### config.mk
export PLATFORM = sky130hd
export DESIGN_NAME = game_flow_ctrl
export DESIGN_NICKNAME = d
export VERILOG_FILES = /design/src/rtl/tank_game_pkg.sv /design/src/rtl/game_flow_ctrl.sv
export SDC_FILE = /design/constraint.sdc
export NUM_CORES = 1
export LEC_CHECK = 0
export CAP_MARGIN = 30
export CORE_AREA = 5 5 73 75
export DETAILED_ROUTE_END_ITERATION = 16
export DIE_AREA = 0 0 78 80
export GPL_ROUTABILITY_DRIVEN = 1
export SYNTH_ARGS = -nofsm -noshare
export SYNTH_HDL_FRONTEND = slang
export SYNTH_SLANG_ARGS = --single-unit
### constraint.sdc
create_clock -name clk_50MHz -period 2.3 [get_ports clk_50MHz]
set_input_delay 0.46 -clock clk_50MHz [delete_from_list [all_inputs] [get_ports clk_50MHz]]
set_output_delay 0.46 -clock clk_50MHz [all_outputs]
set_load 0.005 [all_outputs]
### src/rtl/tank_game_pkg.sv
// Shared types and widths for the tank/eagle game blocks.
//   game_state_e : round state machine encoding (3-bit, codes 6/7 unused)
//   LIVES_W      : width of the player lives counter
//   ENEMY_W      : width of the enemies-remaining counter
//   FRAME_W      : width of the frame down-counter
package tank_game_pkg;

    typedef enum logic [2:0] {
        ST_IDLE       = 3'd0,
        ST_PLAY       = 3'd1,
        ST_RESPAWN    = 3'd2,
        ST_EAGLE_FALL = 3'd3,
        ST_GAME_OVER  = 3'd4,
        ST_VICTORY    = 3'd5
    } game_state_e;

    localparam int LIVES_W = 2;
    localparam int ENEMY_W = 8;
    localparam int FRAME_W = 8;

endpackage

### src/rtl/game_flow_ctrl.sv
// Frame-level game sequencer for the tank/eagle playfield.
//
// state | meaning
// ------+-----------------------------------------------------------
// IDLE  | waiting for a start press; counters hold last round values
// PLAY  | round running, all tanks may move and fire
// RESP  | player tank hidden for RESPAWN_FRAMES after losing a life
// EFALL | eagle destroyed, eagle blinks for BLINK_FRAMES frames
// GOVER | game lost, counters frozen until start press
// VICT  | all enemies destroyed, counters frozen until start press
//
// Ports:
//   clk_50MHz, reset (async active-high)
//   refresh_tick  : one pulse per video frame
//   start_btn     : synchronized start button level
//   eagle_hit     : sticky eagle-destroyed level
//   tank_hit      : player tank hit pulse
//   enemy_killed  : enemy destroyed pulse
//   state_o       : current state code
//   play_en, tank_visible, eagle_visible : unit / sprite enables
//   respawn_pulse, round_start           : one-cycle reload pulses
//   lives, enemies_left                  : round counters
//   game_over, victory                   : terminal state flags
module game_flow_ctrl
    import tank_game_pkg::*;
#(
    parameter int LIVES          = 3,
    parameter int ENEMY_COUNT    = 20,
    parameter int RESPAWN_FRAMES = 60,
    parameter int BLINK_FRAMES   = 90,
    parameter int BLINK_BIT      = 3
) (
    input  logic               clk_50MHz,
    input  logic               reset,
    input  logic               refresh_tick,
    input  logic               start_btn,
    input  logic               eagle_hit,
    input  logic               tank_hit,
    input  logic               enemy_killed,
    output logic [2:0]         state_o,
    output logic               play_en,
    output logic               tank_visible,
    output logic               eagle_visible,
    output logic               respawn_pulse,
    output logic               round_start,
    output logic [LIVES_W-1:0] lives,
    output logic [ENEMY_W-1:0] enemies_left,
    output logic               game_over,
    output logic               victory
);

    localparam logic [LIVES_W-1:0] LIVES_INIT   = LIVES_W'(LIVES);
    localparam logic [ENEMY_W-1:0] ENEMY_INIT   = ENEMY_W'(ENEMY_COUNT);
    localparam logic [FRAME_W-1:0] RESPAWN_INIT = FRAME_W'(RESPAWN_FRAMES);
    localparam logic [FRAME_W-1:0] BLINK_INIT   = FRAME_W'(BLINK_FRAMES);

    game_state_e        state_q, state_d;
    logic [FRAME_W-1:0] frame_cnt_q, frame_cnt_d;
    logic [LIVES_W-1:0] lives_q, lives_d;
    logic [ENEMY_W-1:0] enemies_q, enemies_d;
    logic               start_q;
    logic               start_armed_q, start_armed_d;
    logic               start_rise;

    logic play_en_q, play_en_d;
    logic tank_visible_q, tank_visible_d;
    logic eagle_visible_q, eagle_visible_d;
    logic respawn_pulse_q, respawn_pulse_d;
    logic round_start_q, round_start_d;
    logic game_over_q, game_over_d;
    logic victory_q, victory_d;

    // start_q resets to 0, so a button already held at reset release would
    // look like a rising edge. The armed flag only sets once the button has
    // been seen low, which suppresses that false edge.
    always_comb begin
        start_armed_d = start_armed_q | ~start_btn;
        start_rise    = start_btn & ~start_q & start_armed_q;
    end

    always_comb begin
        state_d         = state_q;
        frame_cnt_d     = frame_cnt_q;
        lives_d         = lives_q;
        enemies_d       = enemies_q;
        round_start_d   = 1'b0;
        respawn_pulse_d = 1'b0;

        case (state_q)
            ST_IDLE: begin
                if (start_rise) begin
                    state_d       = ST_PLAY;
                    lives_d       = LIVES_INIT;
                    enemies_d     = ENEMY_INIT;
                    round_start_d = 1'b1;
                end
            end

            ST_PLAY: begin
                if (eagle_hit) begin
                    state_d     = ST_EAGLE_FALL;
                    frame_cnt_d = BLINK_INIT;
                end else if (tank_hit) begin
                    if (lives_q <= LIVES_W'(1)) begin
                        lives_d = '0;
                        state_d = ST_GAME_OVER;
                    end else begin
                        lives_d     = lives_q - LIVES_W'(1);
                        state_d     = ST_RESPAWN;
                        frame_cnt_d = RESPAWN_INIT;
                    end
                end else if (enemy_killed) begin
                    if (enemies_q <= ENEMY_W'(1)) begin
                        enemies_d = '0;
                        state_d   = ST_VICTORY;
                    end else begin
                        enemies_d = enemies_q - ENEMY_W'(1);
                    end
                end
            end

            ST_RESPAWN: begin
                // An event in the same cycle as a tick wins; the frame
                // count simply waits for the next tick.
                if (eagle_hit) begin
                    state_d     = ST_EAGLE_FALL;
                    frame_cnt_d = BLINK_INIT;
                end else if (enemy_killed) begin
                    if (enemies_q <= ENEMY_W'(1)) begin
                        enemies_d = '0;
                        state_d   = ST_VICTORY;
                    end else begin
                        enemies_d = enemies_q - ENEMY_W'(1);
                    end
                end else if (refresh_tick) begin
                    if (frame_cnt_q <= FRAME_W'(1)) begin
                        frame_cnt_d     = '0;
                        state_d         = ST_PLAY;
                        respawn_pulse_d = 1'b1;
                    end else begin
                        frame_cnt_d = frame_cnt_q - FRAME_W'(1);
                    end
                end
            end

            ST_EAGLE_FALL: begin
                if (refresh_tick) begin
                    if (frame_cnt_q <= FRAME_W'(1)) begin
                        frame_cnt_d = '0;
                        state_d     = ST_GAME_OVER;
                    end else begin
                        frame_cnt_d = frame_cnt_q - FRAME_W'(1);
                    end
                end
            end

            ST_GAME_OVER, ST_VICTORY: begin
                if (start_rise) begin
                    state_d = ST_IDLE;
                end
            end

            default: begin
                state_d = ST_IDLE;
            end
        endcase

        // Outputs are decoded from the next state so that the registered
        // copies line up with state_o in the same cycle.
        play_en_d      = (state_d == ST_PLAY);
        tank_visible_d = (state_d == ST_PLAY) || (state_d == ST_EAGLE_FALL);
        if (state_d == ST_EAGLE_FALL) begin
            eagle_visible_d = frame_cnt_d[BLINK_BIT];
        end else begin
            eagle_visible_d = (state_d != ST_GAME_OVER);
        end
        game_over_d = (state_d == ST_GAME_OVER);
        victory_d   = (state_d == ST_VICTORY);
    end

    always_ff @(posedge clk_50MHz or posedge reset) begin
        if (reset) begin
            state_q         <= ST_IDLE;
            frame_cnt_q     <= '0;
            lives_q         <= '0;
            enemies_q       <= '0;
            start_q         <= 1'b0;
            start_armed_q   <= 1'b0;
            play_en_q       <= 1'b0;
            tank_visible_q  <= 1'b0;
            eagle_visible_q <= 1'b1;
            respawn_pulse_q <= 1'b0;
            round_start_q   <= 1'b0;
            game_over_q     <= 1'b0;
            victory_q       <= 1'b0;
        end else begin
            state_q         <= state_d;
            frame_cnt_q     <= frame_cnt_d;
            lives_q         <= lives_d;
            enemies_q       <= enemies_d;
            start_q         <= start_btn;
            start_armed_q   <= start_armed_d;
            play_en_q       <= play_en_d;
            tank_visible_q  <= tank_visible_d;
            eagle_visible_q <= eagle_visible_d;
            respawn_pulse_q <= respawn_pulse_d;
            round_start_q   <= round_start_d;
            game_over_q     <= game_over_d;
            victory_q       <= victory_d;
        end
    end

    assign state_o       = state_q;
    assign play_en       = play_en_q;
    assign tank_visible  = tank_visible_q;
    assign eagle_visible = eagle_visible_q;
    assign respawn_pulse = respawn_pulse_q;
    assign round_start   = round_start_q;
    assign lives         = lives_q;
    assign enemies_left  = enemies_q;
    assign game_over     = game_over_q;
    assign victory       = victory_q;

endmodule

==> summary.md, run 1 <==
| Metric | Value |
|---|---|
| CP required | 2.49 ns |
| Sink Count | 30 |
| Placed instance count | 285 |
| Post-DP HPWL | 3320 um |
| Commonest non-fill, non-tap cell in the layout | dfrtp_1 |
| Tightest Pin Transition | 0.507 ns |
| PwrDens | 1200 nW/um2 |
| Vias | 1681 |
| Worst-Skew Late Latency | 0.28 ns |
| Post-synth EDFFs | 0 |
| Initial antenna violation count | 0 |
| Min Tclk post-route | 2.10 ns |
| Most frequent cells in the layout | 29 x dfrtp_1, 26 x clkdlybuf4s50_1, 17 x inv_1, 16 x o21ai_0, 15 x buf_4 |
| Worst slack at placement | -0.0633 ns |
| Area delta synth->final | 28.7% |
| Die Area | 6240 um2 |
| Std cell rows | 25 |
| DR pass1 iterations | 4 |
| Async set-reset flop share out of synthesis | 100% |
| Layout cells sized above 1 | 13.8% |
| Final Instance Count excl. Fillers | 293 |
| IO Count | 27 |
| Detailed-route DRC error count | 0 |
| RSZ-0062 raised after global routing | no |
| Worst Path Arrival | 2.30 ns |
| Final nets | 249 |
| Post-synth top area share | 40.5% |
| Delay of the slowest critical-path stage | 0.43 ns |
| Vias in the first global route | 1575 |
| # Post-CTS Setup Buffers | 0 |
| Final Skew | 0.0115 ns |
| PortBufs | 26 |
| Clk slew on worst S/H paths | 0.07 ns |
| Static leakage | 0.00101 uW |
| Starting Density | 39.0% |
| Average wire per standard cell | 15.3 um |
| Slew Viols, Final | 0 |
| Average instance area after synthesis | 9.10 um2 |
| CP endpoint kind | flop |
| Final worst slack | 0.195 ns |
| Hold Path Class | flop to flop |
| Maximum vdd drop | 0.000511 V |
| TritonCTS clock tree | yes |
| Met1 Use GR | 21.1% |
| 1st-iter DRT viols | 86 |
| Cell Chain, Critical Path | inv_1 -> ha_1 -> or2_2 -> and3_1 -> a32oi_1 -> a31oi_1 -> a31oi_1 |
| GP Congestion | 0.813 |
| Die Height | 80 um |
| Pin count of the biggest net entering global routing | 31 |
| Max_cap viols | 0 |
| Main synth FF type | dfrtp_1 |
| Crit Path Max Fanout | 6 |
| First-pass GRT wire length | 7610 um |
| Synth area leaders | dfrtp_1 41%, o21ai_0 4.5%, inv_1 3.6% |
| CTS max path bufs | 2 |
| Slowest CP cell | dfrtp_1 |
| Final worst path period share | 91.5% |
| Library cells used by synthesis | 56 |
| Synth area leader | dfrtp_1 |
| Hold Vio Cnt, Final | 0 |
| GR Layer Usage met3 | 3.39% |
| Slew headroom | 66.2% |
| Syn Nets | 208 |
| Worst setup SP type | flop |
| Total track usage | 15.2% |
| Post-CTS Resized | 0 |
| GRT met2 Usage | 23.6% |
| Register area share after synthesis | 42.0% |
| Width of the chip | 78 um |
| Status | finished, final reports clean |
| CTS buffer count | 5 |
| Cells after Synth | 197 |
| Layer with the highest usage | met2 |
| Crit path kind | flop to flop |
| Register-to-register setup slack | 0.20 ns |
| Detailed Route WL | 4470 um |
| Max frequency | 0.475 GHz |
| Synthesized flop and latch total | 30 |
| Final setup violation count | 0 |
| # hold bufs at CTS | 0 |
| Final ANT Viol Nets | 0 |
| Core ar. | 4600 um2 |
| Htree depth | 2 |
| Via density | 5.74 |
| Yosys warns | 0 |
| Ant diodes | 0 |
| CTS Root Cell | clkbuf_8 |
| Crit-path most repeated cell | a31oi_1 |
| GR Overflow Total | 0 |
| Post-synthesis cell area | 1790 um2 |
Yosys cell counts (3+ instances only):
cell,instances
nand2b_1,6
nand2_1,13
or2_2,4
a31oi_1,6
o21ai_0,16
o41ai_1,6
clkbuf_1,5
a21oi_1,10
dfrtp_1,29
nand3_1,4
nor2b_1,3
nand3b_1,3
and3_1,3
nor2_1,13
nand4_1,3
inv_1,17
ha_1,4
area by class of cell:
type | count | area (um2)
Sequential cell | 30 | 752
Inverter | 17 | 63.8
Timing Repair Buffer | 42 | 393
Clock buffer | 7 | 86.3
Clock inverter | 1 | 5.00
Fill cell | 464 | 2290
Multi-Input combinational cell | 142 | 938
Tap cell | 54 | 67.6
critical path, delay by kind of cell, from the launching register on:
kind                     cells  cell delay (ns)
AO/OA/AOI/OAI                3             0.69
adder cells (fa/ha/maj)      1             0.27
flip-flops                   1             0.43
buffers and inverters        1             0.10
AND/OR/NAND/NOR              2             0.53
logic make-up after synthesis:
group	synth area share [%]
AND/OR/NAND/NOR	23.3
XOR/XNOR	0.978
flip-flops	42.0
multiplexers	0.559
AO/OA/AOI/OAI	24.7
adder cells (fa/ha/maj)	2.79
buffers and inverters	5.66
metrics by stage:
step	util, %	hold slack [ns]	area, um2	total power [uW]	TNS (ns)
6_report	50.1	0.484	2310	2780	0
5_1_grt	50.1	0.521	2310	3020	0
4_1_cts	50.1	0.494	2310	2790	0
3_5_place_dp	48.2	0.474	2210	2350	-0.106
3_3_place_gp	48.2	0.476	2210	2330	-0.0406
2_1_floorplan	-	0.450	1790	1750	0
per-layer routing:
layer / vias up / wire [um]
met3: 5 / 203
met4: 0 / 45
met2: 32 / 2010
li1: 820 / -
met5: - / 0
met1: 824 / 2210
power by group:
| part | leakage [uW] | internal, uW | switching, uW |
|---|---|---|---|
| registers | 0.000370 | 698 | 244 |
| clock network | 0.0000482 | 241 | 203 |
| logic | 0.000588 | 700 | 692 |
| total | 0.00101 | 1640 | 1140 |
flip-flops by register name, indices dropped and copies added (netlist names):
name / cells
start_armed_q: 1
lives: 2
start_q: 1
respawn_pulse: 1
victory: 1
eagle_visible: 1
enemies_left: 8
frame_cnt_q: 8
round_start: 1
game_over: 1
tank_visible: 1
play_en: 1
state_o: 3
final timing paths:
check	to	cells after the start	from
hold / removal	start_armed_q$_DFF_PP0_	1	start_armed_q$_DFF_PP0_
setup reg to reg	eagle_visible$_DFF_PP1_	7	enemies_left[0]$_DFFE_PP0P_
hold reg to reg	start_armed_q$_DFF_PP0_	1	start_armed_q$_DFF_PP0_
max in group asynchronous	eagle_visible$_DFF_PP1_	3	reset
setup / recovery	eagle_visible$_DFF_PP1_	7	enemies_left[0]$_DFFE_PP0P_
min in group asynchronous	frame_cnt_q[2]$_DFFE_PP0P_	3	reset
Note: power is estimated with default switching activity, not from simulation.
==> run 2, diff against run 1 <==
--- a/config.mk
+++ b/config.mk
@@ -6,9 +6,9 @@
 export NUM_CORES = 1
 export LEC_CHECK = 0
 export CAP_MARGIN = 30
-export CORE_AREA = 5 5 73 75
+export CORE_AREA = 2 2 70 72
 export DETAILED_ROUTE_END_ITERATION = 16
-export DIE_AREA = 0 0 78 80
+export DIE_AREA = 0 0 72 74
 export GPL_ROUTABILITY_DRIVEN = 1
 export SYNTH_ARGS = -nofsm -noshare
 export SYNTH_HDL_FRONTEND = slang
==> summary.md, run 2 (synthesis gave the netlist of run 1 again) <==
| Metric | Value |
|---|---|
| Status | finished, final reports clean |
| Detailed Route WL | 4280 um (-4.3%) |
| CTS buffer count | 5 (unchanged) |
| Vias | 1663 (-1.1%) |
| Switching Share | 40.6% (-0.34 points) |
| Std cell rows | 25 (unchanged) |
| # Post-CTS Setup Buffers | 0 (unchanged) |
| Min Tclk post-route | 2.11 ns (+0.00127 ns) |
| Die Area | 5330 um2 (-15%) |
| Total power | 2780 uW (+0.16%) |
| CP required | 2.46 ns (-0.03 ns) |
| PwrDens | 1210 nW/um2 (about the same) |
| First-pass GRT wire length | 7400 um (-2.7%) |
| Worst setup SP type | input port |
| Worst-Skew Late Latency | 0.28 ns (about the same) |
| Commonest non-fill, non-tap cell in the layout | dfrtp_1 |
| Pin count of the biggest net entering global routing | 31 (unchanged) |
| Htree depth | 2 (unchanged) |
| Area delta synth->final | 28.8% |
| 1st-iter DRT viols | 117 (+36%) |
| Ant diodes | 0 (unchanged) |
| Initial antenna violation count | 0 (unchanged) |
| Vias in the first global route | 1536 (-2.5%) |
| Width of the chip | 72 um (-7.7%) |
| Worst Hold Endpoint | start_armed_q$_DFF_PP0_ |
| Die Height | 74 um (-7.5%) |
| Sink Count | 30 (unchanged) |
| Multi-input logic area | 938 um2 (unchanged) |
| CTS Root Cell | clkbuf_8 |
| Clk slew on worst S/H paths | 0.07 ns (about the same) |
| Detailed-route DRC error count | 0 (unchanged) |
| Static leakage | 0.00101 uW (+0.47%) |
| Via density | 5.64 (-1.7%) |
| Register-to-register setup slack | 0.23 ns (+0.03 ns) |
| Max frequency | 0.475 GHz (about the same) |
| Crit Path Max Fanout | 4 (-2) |
| RSZ-0062 raised after global routing | no |
| FILL cells | 459 (-1.1%) |
| CTS max path bufs | 2 (unchanged) |
| Core ar. | 4600 um2 (unchanged) |
| Slew Viols, Final | 0 (unchanged) |
| Placed inst area | 2220 um2 (+0.11%) |
| Final setup violation count | 0 (unchanged) |
| Layout cells sized above 1 | 14.5% (+0.72 points) |
| R2R Path Start | frame_cnt_q[1]$_DFFE_PP0P_ |
| Clk network pwr share | 16.0% (about the same) |
| DR pass1 iterations | 4 (unchanged) |
| GR Overflow Total | 0 (unchanged) |
| PortBufs | 26 (unchanged) |
| Most frequent cells in the layout | 29 x dfrtp_1, 26 x clkdlybuf4s50_1, 18 x buf_4, 17 x inv_1, 16 x o21ai_0 |
| Hold Vio Cnt, Final | 0 (unchanged) |
| Worst hold stages | 1 (unchanged) |
| TritonCTS clock tree | yes |
| Max_cap viols | 0 (unchanged) |
| Hold Path Class | flop to flop |
| CP endpoint kind | flop |
| IO Count | 27 (unchanged) |
| GP Congestion | 0.866 (+6.5%) |
| Post-CTS Resized | 0 (unchanged) |
| Tightest Pin Transition | 0.510 ns (+0.00321 ns) |
| Net switching power | 1130 uW (-0.68%) |
| Post-DP HPWL | 3150 um (-5.4%) |
| Final Skew | 0.00590 ns (-0.00561 ns) |
| Register Area | 752 um2 (unchanged) |
| Worst hold slack | 0.487 ns (+0.00298 ns) |
| # hold bufs at CTS | 0 (unchanged) |
| Gate power share | 51.0% (+0.9 points) |
| Average wire per standard cell | 14.5 um (-5.0%) |
| Reg2Reg Depth | 7 (unchanged) |
| Starting Density | 39.0% (unchanged) |
| Worst Setup SP | refresh_tick |
| Crit path kind | input port to flop |
| Worst Path Arrival | 2.27 ns (-0.03 ns) |
| Sequential Power Share | 33.0% (-0.9 points) |
| Slew headroom | 66.0% (-0.21 points) |
| Worst r2r dst | frame_cnt_q[7]$_DFFE_PP0P_ |
| Total track usage | 18.0% (+2.8 points) |
| Cell area after layout | 2310 um2 (+0.11%) |
| Maximum vdd drop | 0.000523 V (+2.4%) |
| Min-Delay Startpoint | start_armed_q$_DFF_PP0_ |
| Setup TNS | 0 ns (unchanged) |
| Cell Int Power | 1650 uW (+0.74%) |
| Final worst path period share | 91.6% (about the same) |
| Final ANT Viol Nets | 0 (unchanged) |
| Final nets | 251 (+0.80%) |
-- run 2: worst max-delay path by stage --
| stage | to | slack, ns | cells past startpoint |
|---|---|---|---|
| finish | frame_cnt_q[7]$_DFFE_PP0P_ | 0.19 | 6 |
| CTS | frame_cnt_q[7]$_DFFE_PP0P_ | 0.22 | 6 |
| global placement | frame_cnt_q[7]$_DFFE_PP0P_ | -0.04 | 6 |
| detailed placement | frame_cnt_q[7]$_DFFE_PP0P_ | -0.08 | 6 |
| global route | frame_cnt_q[5]$_DFFE_PP0P_ | 0.05 | 6 |
| floorplan | frame_cnt_q[6]$_DFFE_PP0P_ | 0.40 | 6 |
-- run 2: layout make-up --
type / instances / share of cell area (%)
flip-flops and latches: 30 / 32.6
repair buffers: 44 / 17.1
clock buffers: 7 / 3.74
inverters: 17 / 2.76
clock inverters: 1 / 0.217
multi-input cells: 142 / 40.7
well taps: 54 / 2.93
-- run 2: power groups by stage --
stage	clock (uW)	combinational [uW]	sequential (uW)
2_1_floorplan	0	888	858
3_3_place_gp	0	1410	928
3_5_place_dp	0	1420	927
4_1_cts	457	1420	920
5_1_grt	487	1590	954
6_report	445	1420	919
-- run 2: through the flow --
step / utilization [%] / std cells / worst slack [ns]
CTS: 50.2 / 295 / 0.223
global route: 50.2 / 295 / 0.0498
finish: 50.2 / 295 / 0.194
global placement: 48.2 / 287 / -0.0361
detailed placement: 48.2 / 287 / -0.0786
floorplan: - / 197 / 0.401
-- run 2: metal layers --
layer / vias to the layer above / share of wire, % / track usage (%)
met5: - / 0 / 0
met4: 0 / 1.5 / 5.66
met3: 6 / 3.3 / 4.07
met2: 28 / 43 / 27.2
met1: 799 / 52 / 25.7
li1: 830 / - / -
-- run 2: worst max-delay path, stage by stage --
cell and delay, ns:
clkdlybuf4s50_1 0.48, or3b_1 0.37, or4_4 0.44, o311a_1 0.29
o21ai_0 0.15, o21ai_1 0.08
